File: config.mk
export PLATFORM = sky130hd
export DESIGN_NAME = regfile_write_arbiter
export DESIGN_NICKNAME = d
export VERILOG_FILES = /design/src/rtl/regfile_write_arbiter.sv
export SDC_FILE = /design/constraint.sdc
export NUM_CORES = 1
export LEC_CHECK = 0
export ABC_AREA = 1
export CAP_MARGIN = 10
export CORE_MARGIN = 2
export CORE_UTILIZATION = 55
export CTS_CLUSTER_DIAMETER = 40
export DETAILED_ROUTE_END_ITERATION = 8
export DONT_BUFFER_PORTS = 1
export GPL_TIMING_DRIVEN = 0
export PLACE_DENSITY = 0.73
export SLEW_MARGIN = 20
export SYNTH_ARGS = -nofsm -noshare
export SYNTH_HDL_FRONTEND = slang
export SYNTH_SLANG_ARGS = --single-unit
File: constraint.sdc
create_clock -name clk -period 1.7 [get_ports clk]
set_input_delay 0.34 -clock clk [delete_from_list [all_inputs] [get_ports clk]]
set_output_delay 0.34 -clock clk [all_outputs]
set_load 0.05 [all_outputs]
File: src/rtl/regfile_write_arbiter.sv
`default_nettype none
// ============================================================================
//  Module      : regfile_write_arbiter
//  Description : Two-port arbiter for the register file's single write port.
//                Port 0 has priority, port 1 has a starvation guard, writes
//                to R15 are discarded, and a hardware clear of R0-R14 can
//                be sequenced. All register-file-facing outputs are flops.
//  Revision    : 1.0 - initial release
// ============================================================================
module regfile_write_arbiter #(
  parameter int DATAWIDTH    = 32,
  parameter int STARVE_LIMIT = 3
) (
  input  logic                 clk,
  input  logic                 reset,
  input  logic                 p0_valid,
  input  logic [3:0]           p0_addr,
  input  logic [DATAWIDTH-1:0] p0_data,
  output logic                 p0_ready,
  input  logic                 p1_valid,
  input  logic [3:0]           p1_addr,
  input  logic [DATAWIDTH-1:0] p1_data,
  output logic                 p1_ready,
  input  logic                 clr_start,
  output logic                 clr_busy,
  output logic                 rf_we,
  output logic [3:0]           rf_a3,
  output logic [DATAWIDTH-1:0] rf_wd3,
  output logic                 drop_r15
);

  localparam logic [3:0] C_STARVE_LIMIT = 4'(STARVE_LIMIT);
  localparam logic [3:0] C_LAST_CLR     = 4'd14;
  localparam logic [3:0] C_PC_REG       = 4'd15;

  typedef enum logic [0:0] {
    S_IDLE  = 1'b0,
    S_CLEAR = 1'b1
  } state_t;

  state_t                 state_q,      state_d;
  logic [3:0]             starve_cnt_q, starve_cnt_d;
  logic [3:0]             clr_cnt_q,    clr_cnt_d;
  logic                   rf_we_q,      rf_we_d;
  logic [3:0]             rf_a3_q,      rf_a3_d;
  logic [DATAWIDTH-1:0]   rf_wd3_q,     rf_wd3_d;
  logic                   drop_r15_q,   drop_r15_d;

  logic                   w_force1;
  logic                   w_p0_xfer;
  logic                   w_p1_xfer;
  logic [3:0]             w_addr;
  logic [DATAWIDTH-1:0]   w_data;

  assign w_force1 = (starve_cnt_q >= C_STARVE_LIMIT);

  // Next-state, handshake and register-file output computation
  always_comb begin
    state_d      = state_q;
    starve_cnt_d = starve_cnt_q;
    clr_cnt_d    = clr_cnt_q;
    rf_we_d      = 1'b0;
    rf_a3_d      = rf_a3_q;
    rf_wd3_d     = rf_wd3_q;
    drop_r15_d   = 1'b0;
    p0_ready     = 1'b0;
    p1_ready     = 1'b0;
    w_p0_xfer    = 1'b0;
    w_p1_xfer    = 1'b0;
    w_addr       = p0_addr;
    w_data       = p0_data;

    case (state_q)
      S_IDLE: begin
        if (!clr_start) begin
          // Port 1 only wins when port 0 is absent or port 1 is starving
          p0_ready  = !(w_force1 && p1_valid);
          p1_ready  = !p0_valid || w_force1;
          w_p0_xfer = p0_valid && p0_ready;
          w_p1_xfer = p1_valid && p1_ready;
          if (w_p1_xfer) begin
            w_addr = p1_addr;
            w_data = p1_data;
          end
          if (w_p0_xfer || w_p1_xfer) begin
            if (w_addr == C_PC_REG) begin
              // R15 is fed from the PC; swallow the write and flag it
              drop_r15_d = 1'b1;
            end else begin
              rf_we_d  = 1'b1;
              rf_a3_d  = w_addr;
              rf_wd3_d = w_data;
            end
          end
        end else begin
          // Launch the clear: first zero-write appears in the next cycle
          state_d   = S_CLEAR;
          clr_cnt_d = 4'd0;
          rf_we_d   = 1'b1;
          rf_a3_d   = 4'd0;
          rf_wd3_d  = '0;
        end
        // Starvation counter tracks consecutive stalled port-1 cycles
        if (p1_valid && !w_p1_xfer) begin
          starve_cnt_d = (starve_cnt_q == 4'hF) ? 4'hF : starve_cnt_q + 4'd1;
        end else begin
          starve_cnt_d = 4'd0;
        end
      end
      S_CLEAR: begin
        // clr_start is ignored here; starvation counter stays frozen
        if (clr_cnt_q == C_LAST_CLR) begin
          state_d   = S_IDLE;
          clr_cnt_d = 4'd0;
        end else begin
          clr_cnt_d = clr_cnt_q + 4'd1;
          rf_we_d   = 1'b1;
          rf_a3_d   = clr_cnt_q + 4'd1;
          rf_wd3_d  = '0;
        end
      end
      default: begin
        state_d = S_IDLE;
      end
    endcase
  end

  // State and output registers, cleared asynchronously by active-low reset
  always_ff @(posedge clk or negedge reset) begin
    if (!reset) begin
      state_q      <= S_IDLE;
      starve_cnt_q <= 4'd0;
      clr_cnt_q    <= 4'd0;
      rf_we_q      <= 1'b0;
      rf_a3_q      <= 4'd0;
      rf_wd3_q     <= '0;
      drop_r15_q   <= 1'b0;
    end else begin
      state_q      <= state_d;
      starve_cnt_q <= starve_cnt_d;
      clr_cnt_q    <= clr_cnt_d;
      rf_we_q      <= rf_we_d;
      rf_a3_q      <= rf_a3_d;
      rf_wd3_q     <= rf_wd3_d;
      drop_r15_q   <= drop_r15_d;
    end
  end

  assign clr_busy = (state_q == S_CLEAR);
  assign rf_we    = rf_we_q;
  assign rf_a3    = rf_a3_q;
  assign rf_wd3   = rf_wd3_q;
  assign drop_r15 = drop_r15_q;

endmodule
`default_nettype wire

==> summary.txt, run 1 <==
Failing checks - negative setup slack
Vias in the first global route - 2,300
Die width - 75.7 um
Initial Util - 56.1%
Post-synthesis net count - 444
Htree depth - 2
Area of the multi-input gates - 0.00168 mm2
Worst Hold Class - input pin to flop
Synth Area per Inst - 7.77 um2
Max-cap violations - 0
1st-iter DRT viols - 129
Synthesized area - 0.00283 mm2
Largest net degree at the start of global routing - 48
I/O Buffers - 0
Drt first pass iters - 4
Setup TNS - -10,430 ps
Run status - complete, but fails checks
Chip height - 75.7 um
ANT cells - 0
Non-Filler Instances - 480
Leak - 1.95 nW
Post-synthesis register bit count - 47
CTS tree - yes
Placed wire-length estimate - 4.96 mm
Actual slew at the worst max-slew pin - 613 ps
CP Capture Type - primary output
Fin crit share - 120%
Share of layout cells above drive strength 1 - 37.8%
Area of the core - 0.00504 mm2
Dpl cell area - 0.00296 mm2
CTS Sinks - 47
Cell count after synthesis - 364
Startpoint Class - flop
Top-area cell type share of the netlist area - 41.6%
Final setup violation count - 40
Cts bufs inserted - 5
Clk_lat worst skew - 310 ps
Fin. max-slew vios - 0
Register Area - 0.00118 mm2
Cell area after layout - 0.00385 mm2
Clock transition at the registers of the reported paths - 90 ps
I/O Pins - 118
F_max - 491 MHz
Tot GR Track Use - 26.7%
Initial antenna violation count - 0
First-pass GRT wire length - 11.4 mm
Number of remaining DRC errors - 0
Wire length per cell - 17.3 um
Std cell rows - 26
Max Buffers Root-to-Sink - 2
Crit-path max FO - 4
PnR worst setup slack - -336 ps
Peak VDD IR - 0.806 mV
Fin nets - 489
Critical Path RT - 1360 ps
YS warnings - 0
Area growth syn-to-layout - 36.3%
Crit path time final - 2040 ps
Routed Antenna Nets - 0
Routability cong. - 0.884
Distinct cells, synth - 23
Cell Pwr Density - 1360 mW/mm2
Post-Route WL - 8.33 mm
Rel. slew slack - 59.1%
Die area - 0.00573 mm2
Clock skew - 10.9 ps
Fillers - 359
Root Buffer Master - clkbuf_8
Sequential area share after synthesis - 41.6%
GRT overflow - 0
Biggest area consumer among synthesized cells - dfrtp_1
Final Hold Viols - 0
Drt via density - 5.68
Placed cells - 434
Via Count - 2,724
Arrival @ worst endpoint - 1700 ps
RSZ-0062 raised after global routing - yes
Setup CP Type - flop to primary output
Synth top area cells - dfrtp_1, nand2_1, nand3_2, nand3_1, a21oi_1
==> where the power goes <==
group	switching (mW)	internal (mW)
clock	0.393	0.476
sequential	0.733	1.34
combinational	1.30	0.992
total	2.43	2.81
==> worst max-delay path, cell delays in order (launching register included) <==
cell,delay [ps]
dfrtp_2,560
nor2_4,170
inv_2,70
clkbuf_8,140
clkbuf_16,140
a21oi_4,320
==> what timing repair did <==
item                       4_1_cts  5_1_grt
buffers inserted                21       10
hold buffers                     2        0
resized for setup               37       57
hold endpoints to repair        47        0
pin swaps                       13       27
gates cloned                     3        6
setup endpoints to repair       40       45
==> cell usage in the layout, fill, tap and decap left out, types with 2 or more instances in the layout <==
cell,Yosys,layout
a21oi_1,35,34
a21oi_4,1,2
buf_1,3,3
buf_12,0,4
buf_16,0,3
buf_4,1,24
buf_6,8,8
buf_8,0,3
clkbuf_1,9,6
clkbuf_16,0,6
clkbuf_8,0,7
clkinvlp_4,0,2
dfrtp_1,47,46
ha_1,3,2
inv_1,22,18
inv_2,0,3
nand2_1,124,89
nand2_2,1,26
nand2_4,1,9
nand2_8,0,3
nand3_1,46,38
nand3_2,31,37
nand3_4,0,2
nor2_1,3,2
nor2_2,5,4
nor2_4,0,2
o21ai_0,10,9
o22ai_1,6,4
o22ai_2,0,2
==> worst paths after layout <==
check / from / endpoint / slack [ps] / depth (start not counted)
max: clr_busy$_DFF_PN0_ / p0_ready / -340 / 5
min: p0_data[10] / rf_wd3[10]$_DFFE_PN0P_ / 280 / 4
max reg2reg: starve_cnt_q[1]$_DFFE_PN0N_ / rf_a3[2]$_DFFE_PN0P_ / -300 / 14
min reg2reg: clr_cnt_q[1]$_DFFE_PN0N_ / clr_cnt_q[1]$_DFFE_PN0N_ / 600 / 2
max in group asynchronous: reset / rf_wd3[25]$_DFFE_PN0P_ / 950 / 2
min in group asynchronous: reset / rf_wd3[3]$_DFFE_PN0P_ / 510 / 2
==> area by class of cell <==
| class | instances | share of cell area, % |
|---|---|---|
| multi-input cells | 271 | 43.6 |
| flip-flops and latches | 47 | 30.6 |
| repair buffers | 37 | 11.7 |
| plain buffers | 24 | 6.46 |
| inverters | 23 | 2.44 |
| well taps | 70 | 2.27 |
| clock buffers | 6 | 2.14 |
| clock inverters | 2 | 0.909 |
==> stage by stage <==
stage | util, % | worst slack (ps) | hold WS [ps] | total power [mW]
after global routing | 76.4 | -355 | 297 | 5.54
after CTS | 69.8 | -295 | 244 | 4.78
after floorplan | - | -69.5 | 44.4 | 3.22
after global placement | 58.8 | -202 | 45.7 | 3.52
after detailed placement | 58.8 | -229 | 45.3 | 3.57
final | 76.4 | -336 | 285 | 5.24
==> per-layer routing <==
layer  track usage (%)  routed length, um  up-vias
met3              6.61                678       12
met4              7.02                101        0
met1              35.4               3380     1286
li1                  -                  -     1293
met2              44.1               4170      133
met5                 0                  0        -
==> flip-flops by register name, summed over array words and instances (netlist names) <==
| register | count |
|---|---|
| clr_busy | 1 |
| rf_a3 | 4 |
| rf_wd3 | 32 |
| rf_we | 1 |
| drop_r15 | 1 |
| clr_cnt_q | 4 |
| starve_cnt_q | 4 |
==> cell usage after synthesis <==
cell type	number
nand3_1	46
or2_2	1
o22ai_1	6
o21ai_0	10
nor3_1	1
buf_6	8
nand3_2	31
nor2_2	5
dfrtp_1	47
clkinv_1	1
nand2_2	1
inv_1	22
buf_1	3
a21oi_4	1
buf_2	4
nand2_1	124
a21oi_1	35
ha_1	3
buf_4	1
nor2_1	3
nand2_4	1
clkbuf_1	9
nand3b_1	1
==> kinds of logic after synthesis <==
| kind of cell | count (synthesis) | synth area share (%) |
|---|---|---|
| AND/OR/NAND/NOR | 214 | 38.4 |
| AO/OA/AOI/OAI | 52 | 9.87 |
| buffers and inverters | 48 | 8.81 |
| flip-flops | 47 | 41.6 |
| adder cells (fa/ha/maj) | 3 | 1.33 |
(Power assumes the default switching activity.)
==> run 2: changes to the inputs <==
PLACE_DENSITY = 0.75   (was 0.73)
==> summary.txt, run 2 (synthesized netlist as in run 1, its figures left out) <==
Die area - 0.00573 mm2
Die width - 75.7 um
Worst Hold Class - input pin to flop
Largest stage delay, worst path - 590 ps
Register-to-register setup slack - -250 ps
Final Hold Viols - 0
Non-Filler Instances - 464
ANT cells - 0
Root Buffer Master - clkbuf_8
CP Capture Type - primary output
Hold Path End - drop_r15$_DFF_PN0_
Clock skew - 11.6 ps
Initial antenna violation count - 0
Arrival @ worst endpoint - 1680 ps
Commonest cells after routing, fill and taps aside - nand2_1, dfrtp_1, nand3_2
Fin nets - 473
Buf+Inv Stages, Crit Path - 3
Via Count - 2,604
Wire length per cell - 16.6 um
Cts bufs inserted - 5
Max FFs per register - 32
Crit-path cells - nor2_4, inv_2, buf_8, clkbuf_16, a21oi_4
Crit path time final - 2020 ps
Max-cap violations - 0
Drt first pass iters - 4
Delay-heaviest family, CP - flip-flops
Final setup violation count - 40
First-pass GRT wire length - 11.1 mm
Hold-critical path depth - 2
RSZ-0062 raised after global routing - yes
Most common cell after layout, fill and taps aside - nand2_1
Clk_lat worst skew - 300 ps
Area growth syn-to-layout - 24.4%
Routability cong. - 0.822
Worst min-delay path startpoint - p0_valid
Startpoint Class - flop
Initial Util - 56.1%
Area of the core - 0.00504 mm2
Crit-path max FO - 4
Largest net degree at the start of global routing - 48
Worst R2R End - rf_wd3[24]$_DFFE_PN0P_
CTS tree - yes
Placed cells - 434
Share of layout cells above drive strength 1 - 27.4%
Htree depth - 2
Placed wire-length estimate - 5.01 mm
Chip height - 75.7 um
Routed Antenna Nets - 0
Rel. slew slack - 60.0%
Leak - 1.73 nW
Drt via density - 5.61
Vias in the first global route - 2,316
GRT overflow - 0
Post-Route WL - 7.69 mm
Cell Pwr Density - 1310 mW/mm2
Tot GR Track Use - 25.8%
I/O Buffers - 0
Number of remaining DRC errors - 0
CTS Sinks - 47
PnR worst setup slack - -317 ps
I/O Pins - 118
Actual slew at the worst max-slew pin - 600 ps
R2r startpoint - starve_cnt_q[1]$_DFFE_PN0N_
Reg2reg path depth - 13
Max Buffers Root-to-Sink - 2
Peak VDD IR - 0.742 mV
Dpl cell area - 0.00296 mm2
Slowest CP cell - dfrtp_4
1st-iter DRT viols - 175
Setup CP Type - flop to primary output
Fin crit share - 119%
Failing checks - negative setup slack
Fin. max-slew vios - 0
Std cell rows - 26
Critical Path RT - 1360 ps
Clock transition at the registers of the reported paths - 90 ps
F_max - 496 MHz
Cell area after layout - 0.00352 mm2
Run status - complete, but fails checks
## run 2: worst reg2reg max path, cell delays in order, from the launching register on
cell	delay (ps)
dfrtp_1	390
ha_2	200
inv_2	80
nand3_4	100
buf_6	150
buf_6	120
nand3_2	50
nand2_2	70
nor2_4	100
nand3_4	130
buf_12	180
clkbuf_16	160
nand3_2	50
nand2_1	50
## run 2: where the power goes
part           internal [mW]  switching, mW  leakage [nW]
logic                  0.787           1.12          1.06
registers               1.35          0.706         0.627
clock network          0.289          0.364        0.0422
total                   2.42           2.19          1.73
## run 2: worst max-delay path by stage
stage                                        end                from  depth (start not counted)  slack, ps
after floorplan                         p0_ready  clr_busy$_DFF_PN0_                          5        -70
after global placement                  p0_ready  clr_busy$_DFF_PN0_                          5       -190
after detailed placement  rf_wd3[31]$_DFFE_PN0P_  clr_busy$_DFF_PN0_                          7       -200
after CTS                               p0_ready  clr_busy$_DFF_PN0_                          5       -290
after global routing                    p0_ready  clr_busy$_DFF_PN0_                          5       -360
final                                   p0_ready  clr_busy$_DFF_PN0_                          5       -320
## run 2: layout make-up
class,count,area [um2]
Buffer,23,253
Fill cell,426,1530
Sequential cell,47,1180
Timing Repair Buffer,24,298
Inverter,23,93.8
Multi-Input combinational cell,269,1520
Tap cell,70,87.6
Clock inverter,1,5.00
Clock buffer,7,76.3
## run 2: repair_timing
| action | in CTS | in global routing |
|---|---|---|
| buffers inserted | 12 | 7 |
| hold buffers | 2 | 0 |
| pin swaps | 7 | 17 |
| setup endpoints to repair | 40 | 44 |
| cloned | 2 | 2 |
| hold endpoints to repair | 47 | 0 |
| resized for setup | 21 | 22 |
## run 2: metal layers
layer	track usage (%)	share of wire [%]	vias up
met5	0	0	-
met4	7.02	1.9	0
met3	4.50	6.6	14
met2	44.6	49	92
met1	33.4	42	1247
li1	-	-	1251
## run 2: through the flow
stage	utilization (%)	setup slack [ps]	hold WS [ps]	setup TNS (ps)	total power [mW]
finish	69.8	-317	258	-8850	4.61
floorplan	-	-69.5	44.4	-75.3	3.22
CTS	66.1	-289	230	-8980	4.43
detailed placement	58.8	-204	45.5	-6940	3.57
global placement	58.8	-192	45.8	-6450	3.53
global route	69.8	-358	269	-11610	4.91
==> RTL edit, RTL diff (settings of run 1) <==
The parameter `DATAWIDTH` goes from 32 to 48.
--- a/src/rtl/regfile_write_arbiter.sv
+++ b/src/rtl/regfile_write_arbiter.sv
@@ -8,7 +8,7 @@
 //  Revision    : 1.0 - initial release
 // ============================================================================
 module regfile_write_arbiter #(
-  parameter int DATAWIDTH    = 32,
+  parameter int DATAWIDTH    = 48,
   parameter int STARVE_LIMIT = 3
 ) (
   input  logic                 clk,
Interface: changed (resized p0_data, p1_data and rf_wd3); port bits go from 118 to 166. The function was not compared with the original's and may differ.
==> RTL edit against run 1 <==
Final cell count is 27% higher; critical endpoint is now rf_wd3[26]; count of clock-buffer cells in the layout increased by 8; wire length is 29% higher; largest cell class unchanged; sequential cell count rose by 16; synthesized area is 24% higher; power grew 21%; register-to-register slack worse by 0.05 ns; setup slack worse by 0.017 ns; sequential power grew 29%; design area up 18%; core utilization is 4.2 points lower; via count increased by 31%; the run ends with hold timing, setup timing left.
==> RTL edit: results (changes against run 1) <==
<table>
<tr><th>Metric</th><th>Value</th></tr>
<tr><th colspan="2">Placement</th></tr>
<tr><td>Post-Place Setup Slack</td><td>-0.343 ns (-0.114 ns)</td></tr>
<tr><td>GP Congestion</td><td>0.854 (-3.3%)</td></tr>
<tr><td>Post-detailed-placement cell area</td><td>3650 µm² (+23%)</td></tr>
<tr><th colspan="2">STA</th></tr>
<tr><td>Hold slack</td><td>-0.320 ns (-0.604 ns)</td></tr>
<tr><td>Setup violations, final</td><td>56 (+40%)</td></tr>
<tr><td>Worst Setup Slack, final</td><td>-0.353 ns (-0.0165 ns)</td></tr>
<tr><td>Fin. Hold Viols</td><td>63 (+63)</td></tr>
<tr><th colspan="2">Detailed routing</th></tr>
<tr><td>Sum of routed wire length over all layers</td><td>10800 µm (+29%)</td></tr>
<tr><th colspan="2">GRT</th></tr>
<tr><td>Wire length of the first global-routing pass</td><td>16700 µm (+46%)</td></tr>
<tr><td>Overall global routing resource usage</td><td>0.298 (+0.0313)</td></tr>
<tr><td>Via count of the first global-routing pass</td><td>3424 (+49%)</td></tr>
<tr><th colspan="2">Power and ir drop</th></tr>
<tr><td>IR drop worst, VDD</td><td>0.000713 V (-12%)</td></tr>
<tr><td>Net switching power</td><td>0.00286 W (+18%)</td></tr>
<tr><td>Combinational gate power</td><td>0.00243 W (+6%)</td></tr>
<tr><td>Leak pwr</td><td>2.27 nW (+16%)</td></tr>
<tr><th colspan="2">Clocking</th></tr>
<tr><td>Cts bufs inserted</td><td>9 (+4)</td></tr>
<tr><th colspan="2">Worst setup path</th></tr>
<tr><td>Data arrival time at the worst-slack endpoint</td><td>2.33 ns (+0.63 ns)</td></tr>
<tr><td>Critical-path top delay cell</td><td>dfrtp_1</td></tr>
<tr><th colspan="2">Finish</th></tr>
<tr><td>Sequential cell area</td><td>1580 µm² (+34%)</td></tr>
<tr><td>Largest register FFs</td><td>48 (+50%)</td></tr>
<tr><td>Clock buffer count in the final layout</td><td>14 (+8)</td></tr>
<tr><td>Fraction of final layout cells sized beyond drive strength 1</td><td>0.248 (-0.130)</td></tr>
<tr><td>Nets</td><td>642 (+31%)</td></tr>
<tr><td>Inverters, non-clock</td><td>22 (-4.3%)</td></tr>
<tr><th colspan="2">Run status</th></tr>
<tr><td>Outcome</td><td>complete, but fails checks</td></tr>
<tr><td>Violated checks</td><td>hold timing, setup timing</td></tr>
</table>
## RTL edit: cell count changes in the layout (fill, tap and decap cells not counted), sizes merged
cell,run 1,this run
dfrtp,47,63
nand3,77,110
a21oi,37,52
bufinv,1,0
nand2,127,176
buf,46,52
o21ai,10,9
clkbuf,20,29
inv,21,20
dlygate4sd3,1,0
clkinvlp,2,1
## RTL edit: metal layers
layer / wire length (µm) / GRT usage
met4: 145 / 0.104
met3: 837 / 0.0673
met5: 0 / 0
met1: 4370 / 0.375
met2: 5430 / 0.508
## RTL edit: final timing paths
kind                            startpoint            to  cells past startpoint
max                        starve_cnt_q[0]    rf_wd3[26]                     13
min                                  reset    rf_wd3[25]                      0
max reg2reg                starve_cnt_q[0]    rf_wd3[26]                     13
min reg2reg                   clr_cnt_q[2]  clr_cnt_q[2]                      2
max in group asynchronous            reset      rf_a3[0]                      0
min in group clk                  p0_valid      drop_r15                      2
